### src/rtl/zuart_pkg.sv
`default_nettype none
// +------------------------------------------------------------------+
// | zuart_pkg                                                        |
// | Shared types and constants for the ZUART transmit scheduler.     |
// | Revision: 1.0                                                    |
// +------------------------------------------------------------------+
package zuart_pkg;

  localparam int OWNER_W = 3;   // width of a requester index (up to 8 requesters)
  localparam int TMO_W   = 16;  // width of the timeout and gap counters

  typedef enum logic [1:0] {
    S_IDLE = 2'd0,
    S_ARB  = 2'd1,
    S_SEND = 2'd2,
    S_GAP  = 2'd3
  } state_t;

  // Round-robin successor of the given owner, wrapping at nreq.
  function automatic logic [OWNER_W-1:0] next_ptr(input logic [OWNER_W-1:0] owner,
                                                  input int nreq);
    if (int'(owner) >= nreq - 1) begin
      return '0;
    end
    return owner + 1'b1;
  endfunction

endpackage
`default_nettype wire

### src/rtl/zuart_tx_sched_if.sv
`default_nettype none
// +------------------------------------------------------------------+
// | zuart_tx_sched_if                                                |
// | Requester and transmitter signals around the TX scheduler.       |
// | master: the scheduler; slave: requesters plus transmitter.       |
// | Revision: 1.0                                                    |
// +------------------------------------------------------------------+
interface zuart_tx_sched_if
  import zuart_pkg::*;
#(
  parameter int NREQ = 4
);

  logic [NREQ-1:0]    iReq;
  logic [8*NREQ-1:0]  iData;
  logic [NREQ-1:0]    oAck;
  logic [NREQ-1:0]    oErr;
  logic               oTxEn;
  logic [7:0]         oTxData;
  logic               iTxDone;
  logic               oBusy;
  logic [OWNER_W-1:0] oOwner;

  modport master (
    input  iReq, iData, iTxDone,
    output oAck, oErr, oTxEn, oTxData, oBusy, oOwner
  );

  modport slave (
    output iReq, iData, iTxDone,
    input  oAck, oErr, oTxEn, oTxData, oBusy, oOwner
  );

endinterface
`default_nettype wire

### src/rtl/zrr_arbiter.sv
`default_nettype none
// +------------------------------------------------------------------+
// | zrr_arbiter                                                      |
// | Combinational round-robin pick: first set request at or after    |
// | the pointer, wrapping around to the lowest index.                |
// | Revision: 1.0                                                    |
// +------------------------------------------------------------------+
module zrr_arbiter
  import zuart_pkg::*;
#(
  parameter int NREQ = 4
) (
  input  logic [NREQ-1:0]    req,
  input  logic [OWNER_W-1:0] ptr,
  output logic [OWNER_W-1:0] idx,
  output logic               valid
);

  logic [OWNER_W-1:0] w_pick_hi;
  logic [OWNER_W-1:0] w_pick_lo;
  logic               w_found_hi;
  logic               w_found_lo;

  // Lowest set request at/after the pointer, else lowest set request overall.
  always_comb begin
    w_pick_hi  = '0;
    w_pick_lo  = '0;
    w_found_hi = 1'b0;
    w_found_lo = 1'b0;
    // Scan downwards so the last hit written is the lowest index.
    for (int k = NREQ - 1; k >= 0; k--) begin
      if (|(req & (NREQ'(1) << k))) begin
        w_pick_lo  = OWNER_W'(k);
        w_found_lo = 1'b1;
        if (k >= int'(ptr)) begin
          w_pick_hi  = OWNER_W'(k);
          w_found_hi = 1'b1;
        end
      end
    end
    idx   = w_found_hi ? w_pick_hi : w_pick_lo;
    valid = w_found_lo;
  end

endmodule
`default_nettype wire

### src/rtl/zuart_tx_sched.sv
`default_nettype none
// +------------------------------------------------------------------+
// | zuart_tx_sched                                                   |
// | Round-robin scheduler sharing one ZUART transmitter among NREQ   |
// | byte producers, with inter-byte gap and hung-transfer timeout.   |
// | Revision: 1.0                                                    |
// +------------------------------------------------------------------+
module zuart_tx_sched
  import zuart_pkg::*;
#(
  parameter int NREQ        = 4,
  parameter int GAP_CYC     = 2,
  parameter int TIMEOUT_CYC = 16384
) (
  input  logic             iClk,
  input  logic             iRst_N,
  zuart_tx_sched_if.master bus
);

  state_t             r_state;
  state_t             w_next;
  logic [OWNER_W-1:0] r_ptr;
  logic [OWNER_W-1:0] r_owner;
  logic [7:0]         r_tx_data;
  logic [TMO_W-1:0]   r_tmo;
  logic [TMO_W-1:0]   r_gap;
  logic [NREQ-1:0]    r_ack;
  logic [NREQ-1:0]    r_err;

  logic [OWNER_W-1:0] w_pick;
  logic               w_pick_vld;
  logic               w_done;
  logic               w_expire;
  logic               w_gap_end;
  logic               w_tx_en;
  logic               w_busy;
  logic [7:0]         w_bytes [2**OWNER_W];

  // Unpack the byte bus into an array indexable by a full owner index;
  // slots beyond NREQ read as zero and can never be granted.
  generate
    for (genvar g = 0; g < 2**OWNER_W; g++) begin : g_bytes
      if (g < NREQ) begin : g_used
        assign w_bytes[g] = bus.iData[8*g +: 8];
      end else begin : g_unused
        assign w_bytes[g] = 8'h00;
      end
    end
  endgenerate

  zrr_arbiter #(
    .NREQ (NREQ)
  ) u_arb (
    .req   (bus.iReq),
    .ptr   (r_ptr),
    .idx   (w_pick),
    .valid (w_pick_vld)
  );

  assign w_done    = bus.iTxDone;
  assign w_expire  = (r_tmo == TMO_W'(TIMEOUT_CYC - 1));
  assign w_gap_end = (r_gap == TMO_W'(GAP_CYC - 1));

  // State register; reset drops straight back to IDLE, killing oTxEn.
  always_ff @(posedge iClk or negedge iRst_N) begin
    if (!iRst_N) begin
      r_state <= S_IDLE;
    end else begin
      r_state <= w_next;
    end
  end

  // Next-state: done wins over expiry since both leave SEND the same way.
  always_comb begin
    w_next = r_state;
    case (r_state)
      S_IDLE:  if (|bus.iReq) w_next = S_ARB;
      S_ARB:   w_next = w_pick_vld ? S_SEND : S_IDLE;
      S_SEND:  if (w_done || w_expire) w_next = S_GAP;
      S_GAP:   if (w_gap_end) w_next = S_IDLE;
      default: w_next = S_IDLE;
    endcase
  end

  // Outputs decoded from state: enable only while sending, busy outside IDLE.
  always_comb begin
    w_tx_en = 1'b0;
    w_busy  = 1'b1;
    case (r_state)
      S_IDLE:  w_busy  = 1'b0;
      S_SEND:  w_tx_en = 1'b1;
      default: ;
    endcase
  end

  // Grant latch, timeout/gap counters, pointer advance and result pulses.
  always_ff @(posedge iClk or negedge iRst_N) begin
    if (!iRst_N) begin
      r_ptr     <= '0;
      r_owner   <= '0;
      r_tx_data <= '0;
      r_tmo     <= '0;
      r_gap     <= '0;
      r_ack     <= '0;
      r_err     <= '0;
    end else begin
      r_ack <= '0;
      r_err <= '0;
      case (r_state)
        S_ARB: begin
          if (w_pick_vld) begin
            r_owner   <= w_pick;
            r_tx_data <= w_bytes[w_pick];
            r_tmo     <= '0;
          end
        end
        S_SEND: begin
          if (r_tmo != '1) begin
            r_tmo <= r_tmo + 1'b1;
          end
          if (w_done) begin
            r_ack <= NREQ'(1) << r_owner;
          end else if (w_expire) begin
            r_err <= NREQ'(1) << r_owner;
          end
          if (w_done || w_expire) begin
            r_ptr <= next_ptr(r_owner, NREQ);
            r_gap <= '0;
          end
        end
        S_GAP: begin
          r_gap <= r_gap + 1'b1;
        end
        default: ;
      endcase
    end
  end

  assign bus.oTxEn   = w_tx_en;
  assign bus.oBusy   = w_busy;
  assign bus.oTxData = r_tx_data;
  assign bus.oOwner  = r_owner;
  assign bus.oAck    = r_ack;
  assign bus.oErr    = r_err;

endmodule
`default_nettype wire

### src/flat_wrapper.sv
// flat-port wrapper written by rule: the top's interface ports become plain ports
module zuart_tx_sched_flat import zuart_pkg::*;
#(
  parameter int NREQ        = 4,
  parameter int GAP_CYC     = 2,
  parameter int TIMEOUT_CYC = 16384
)
  (iClk, iRst_N, bus_iReq, bus_iData, bus_iTxDone, bus_oAck, bus_oErr, bus_oTxEn, bus_oTxData, bus_oBusy, bus_oOwner);
  zuart_tx_sched_if #(.NREQ(NREQ)) bus_i ();
  input  logic iClk;
  input  logic iRst_N;
  input wire logic [$bits(bus_i.iReq)-1:0] bus_iReq;
  input wire logic [$bits(bus_i.iData)-1:0] bus_iData;
  input wire logic [$bits(bus_i.iTxDone)-1:0] bus_iTxDone;
  output wire logic [$bits(bus_i.oAck)-1:0] bus_oAck;
  output wire logic [$bits(bus_i.oErr)-1:0] bus_oErr;
  output wire logic [$bits(bus_i.oTxEn)-1:0] bus_oTxEn;
  output wire logic [$bits(bus_i.oTxData)-1:0] bus_oTxData;
  output wire logic [$bits(bus_i.oBusy)-1:0] bus_oBusy;
  output wire logic [$bits(bus_i.oOwner)-1:0] bus_oOwner;
  assign bus_i.iReq = bus_iReq;
  assign bus_i.iData = bus_iData;
  assign bus_i.iTxDone = bus_iTxDone;
  assign bus_oAck = bus_i.oAck;
  assign bus_oErr = bus_i.oErr;
  assign bus_oTxEn = bus_i.oTxEn;
  assign bus_oTxData = bus_i.oTxData;
  assign bus_oBusy = bus_i.oBusy;
  assign bus_oOwner = bus_i.oOwner;
  zuart_tx_sched #(.NREQ(NREQ), .GAP_CYC(GAP_CYC), .TIMEOUT_CYC(TIMEOUT_CYC)) u_core (.iClk(iClk), .iRst_N(iRst_N), .bus(bus_i));
endmodule
### config.mk
export PLATFORM = sky130hd
export DESIGN_NAME = zuart_tx_sched_flat
export DESIGN_NICKNAME = d
export VERILOG_FILES = /design/src/rtl/zuart_pkg.sv /design/src/rtl/zuart_tx_sched_if.sv /design/src/rtl/zrr_arbiter.sv /design/src/rtl/zuart_tx_sched.sv /design/src/flat_wrapper.sv
export SDC_FILE = /design/constraint.sdc
export NUM_CORES = 1
export LEC_CHECK = 0
export ABC_AREA = 1
export BUFFER_PORTS_ARGS = -buffer_cell sky130_fd_sc_hd__buf_2
export CORE_MARGIN = 4
export CORE_UTILIZATION = 45
export CTS_CLUSTER_SIZE = 14
export DETAILED_ROUTE_END_ITERATION = 12
export HOLD_SLACK_MARGIN = 0.06
export PLACE_DENSITY = 0.64
export RECOVER_POWER = 25
export SYNTH_ARGS = -nofsm -noshare
export SYNTH_HDL_FRONTEND = slang
export SYNTH_SLANG_ARGS = --single-unit
export TNS_END_PERCENT = 100
### constraint.sdc
create_clock -name iClk -period 2.75 [get_ports iClk]
set_clock_uncertainty 0.15 [all_clocks]
set_input_delay 0.275 -clock iClk [delete_from_list [all_inputs] [get_ports iClk]]
set_output_delay 0.275 -clock iClk [all_outputs]
set_load 0.05 [all_outputs]
==> flow_summary_export.csv <==
group,metric,value,unit
grt,grt_pass1_vias,2813,
pwr,p_switching,0.00155,W
cells_and_area,nets,540,
cells_and_area,diodes,0,
cells_and_area,drive_gt1_share,17.8,%
sta,fmax,431,MHz
floorplan,core_area,0.00721,mm2
critical_path,path_depth,2,
synthesis,post-synth-top-area-cell,"dfrtp_1",
clocking,numCtsBuffers,5,
floorplan,io-pin-count,60,
sta,report.final.slew_viol_count,0,
clocking,path_clk_slew,0.11,ns
critical_path,worst-setup-path-type,"reg2out",
synthesis,ys.flop_type,"dfrtp_1",
clocking,clk-insertion-delay-late,0.32,ns
synthesis,synthArstFlopShare,100,%
critical_path,rr_endpoint,"u_core.bus.oTxData[7]$_DFFE_PN0P_",
critical_path,cp.required,2.33,ns
synthesis,ys_top_cells_by_count,"nand2_1, inv_1, dfrtp_1",
synthesis,mappedNetlistArea,0.00333,mm2
placement,place_hpwl,5720,um
clocking,post-cts-setup-buffer-count,0,
placement,dp_cells,585,
synthesis,avgSynthCellArea,7.71,um2
synthesis,synth_most_common_cell,"nand2_1",
cells_and_area,area_growth,13.9,%
pwr,total_power,0.00309,W
sta,max_slew_margin,33.5,%
critical_path,cp_cell_sequence,"nor2_1 -> buf_2",
grt,grt_pass1_wl,13000,um
pwr,ir_drop,0.391,mV
routing,vias,2900,
synthesis,synth_cells,432,
routing,via_per_inst,4.88,
critical_path,crit_slowest_cell,"nor2_1",
grt,antenna_found_initial,0,
cells_and_area,fin_util,52.6,%
hold_path,hold_class,"in2reg",
hold_path,holdPathStages,3,
clocking,cts-resized-gates,0,
clocking,h-tree-depth,2,
sta,worstMarginPinSlew,0.997,ns
grt,grt_max_degree,42,
synthesis,synth-seq-cells,54,
cells_and_area,final.fill_count,738,
routing,wl_met1,3840,um
pwr,internal_power,0.00154,W
synthesis,synthDistinctLibCells,41,
clocking,cts_tree,"built",
clocking,cts-hold-fix-buffers,1,
synthesis,yosysWarningCount,0,
critical_path,cp-start-kind,"register",
synthesis,seq_area_frac_synth,40.6,%
pwr,sw_frac_of_total,50.1,%
sta,finalSetupViolCount,0,
pwr,clockPowerShare,15.6,%
floorplan,start_util,46.2,%
job,cap_violations,0,
critical_path,path_max_fanout,8,
critical_path,r2r_start,"u_core.r_ptr[1]$_DFFE_PN0P_",
outcome,status,"finished, final reports clean",
floorplan,fp-row-count,31,
routing,drt-initial-drc-count,121,
routing,drc_errors,0,
cells_and_area,stdcell_count,594,
placement,gp_congestion,0.845,
hold_path,whs_endpoint,"u_core.bus.oTxData[7]$_DFFE_PN0P_",
pwr,seqPwrFrac,35.8,%
grt,grt_usage,18.0,%
sta,min_period,2.32,ns
pwr,leakage,1.87,nW
pwr,powerDensity,815,mW/mm2
critical_path,r2r_cells,9,
routing,wl_per_cell,12.4,um
grt,globalRouteOverflowTotal,0,
routing,top_layer_used,"met4",
critical_path,cpPeakStageDelay,0.72,ns
sta,finalHoldViolCount,0,
floorplan,die_h,94.1,um
routing,wl_met2,3070,um
placement,port_buffers,58,
synthesis,synth_edf_count,0,
routing,wl,7340,um
critical_path,worstPathBufferInverterCount,1,
pwr,power_frac_comb,48.7,%
critical_path,worst_setup_path_end_kind,"output port",
critical_path,arrival,1.89,ns
sta,min_period_over_period,84.4,%
clocking,clock_path_buffers,2,
sta,fin_tns_setup,0,ns
clocking,cts-root-buf,"clkbuf_8",
floorplan,die_width,94.1,um
sta,rsz0062_at_grt,"false",
clocking,clock-sinks,54,
floorplan,dieArea,0.00885,mm2
routing,ant_nets,0,
critical_path,critPathTopFamily,"simple AND/OR/NAND/NOR gates",
routing,wl_met3,357,um
synthesis,synthDominantCellAreaShare,40.6,%
critical_path,rrSetupSlack,0.56,ns
hold_path,worstHoldStart,"bus_iData[15]",
synthesis,synthTopCellsByArea,"dfrtp_1, nand2_1, inv_1",
routing,drtPass1Iterations,4,
synthesis,synth_nets,478,
-- layout make-up --
cell class                      instances  area, um2  area share [%]
Multi-Input combinational cell        301       1650            43.5
Sequential cell                        54       1350            35.6
Timing Repair Buffer                   62        303            7.98
Inverter                               70        270            7.12
Tap cell                               99        124            3.26
Clock buffer                            5       68.8            1.81
Clock inverter                          3       28.8           0.758
-- logic make-up (layout without fill, tap and decap cells) --
family	after synthesis	in the layout	synth area share, %
AND/OR/NAND/NOR	237	237	36.5
buffers and inverters	77	140	9.43
flip-flops	54	54	40.6
AO/OA/AOI/OAI	46	46	8.19
XOR/XNOR	10	10	2.63
adder cells (fa/ha/maj)	7	7	2.63
other	1	1	0.113
-- metal layers --
layer / global-route usage, % / up-vias
met2: 27.3 / 91
met3: 3.04 / 7
met4: 3.25 / 0
met5: 0 / -
li1: - / 1504
met1: 27.2 / 1298
-- power groups by stage --
stage | Combinational, W | Sequential (W) | Clock [W]
CTS | 0.00156 | 0.00111 | 0.000500
finish | 0.00150 | 0.00111 | 0.000482
global route | 0.00171 | 0.00113 | 0.000527
floorplan | 0.000940 | 0.00137 | 0
detailed placement | 0.00156 | 0.00112 | 0
global placement | 0.00154 | 0.00112 | 0
-- through the flow --
stage / setup WS (ns) / hold slack (ns) / area (um2)
after CTS: 0.566 / 0.0734 / 3830
after global routing: 0.319 / 0.0843 / 3800
after detailed placement: 0.599 / 0.314 / 3720
final: 0.430 / 0.0826 / 3800
after floorplan: 1.12 / -0.171 / 3330
after global placement: 0.696 / 0.317 / 3720
-- registers in the layout (all words and copies together), names as in the netlist --
name	flops
u_core.r_state	2
u_core.r_gap	16
u_core.bus.oOwner	2
u_core.bus.oAck	4
u_core.bus.oErr	4
u_core.bus.oTxData	8
u_core.r_ptr	2
u_core.r_tmo	16
-- worst max-delay path by stage --
stage | endpoint | from
6_report | bus_oTxEn | u_core.r_state[0]$_DFFE_PN0P_
5_1_grt | bus_oTxEn | u_core.r_state[1]$_DFFE_PN0P_
4_1_cts | u_core.bus.oTxData[7]$_DFFE_PN0P_ | u_core.r_ptr[1]$_DFFE_PN0P_
3_5_place_dp | u_core.bus.oTxData[7]$_DFFE_PN0P_ | u_core.r_ptr[1]$_DFFE_PN0P_
3_3_place_gp | u_core.bus.oTxData[7]$_DFFE_PN0P_ | u_core.r_ptr[1]$_DFFE_PN0P_
2_1_floorplan | u_core.r_gap[1]$_DFFE_PN0P_ | u_core.r_tmo[0]$_DFFE_PN0P_
-- cell usage in the layout, fill, tap and decap left out, types with 5 or more instances in the layout --
master     n
nand2_1   99
inv_1     64
dfrtp_1   54
nand3_1   46
buf_2     41
nor2_1    33
o21ai_1   16
clkbuf_1  16
nor3_1    14
xor2_1    10
o21ai_0    9
or2_0      9
o211ai_1   7
ha_1       7
nand4_1    6
a21oi_1    5
clkbuf_8   5
-- worst min-delay path, delay by kind of cell --
family	cells	cell delay, ns
AND/OR/NAND/NOR	1	0.07
AO/OA/AOI/OAI	1	0.08
buffers and inverters	1	0.08
No activity file was read; power rests on OpenSTA's default activity.
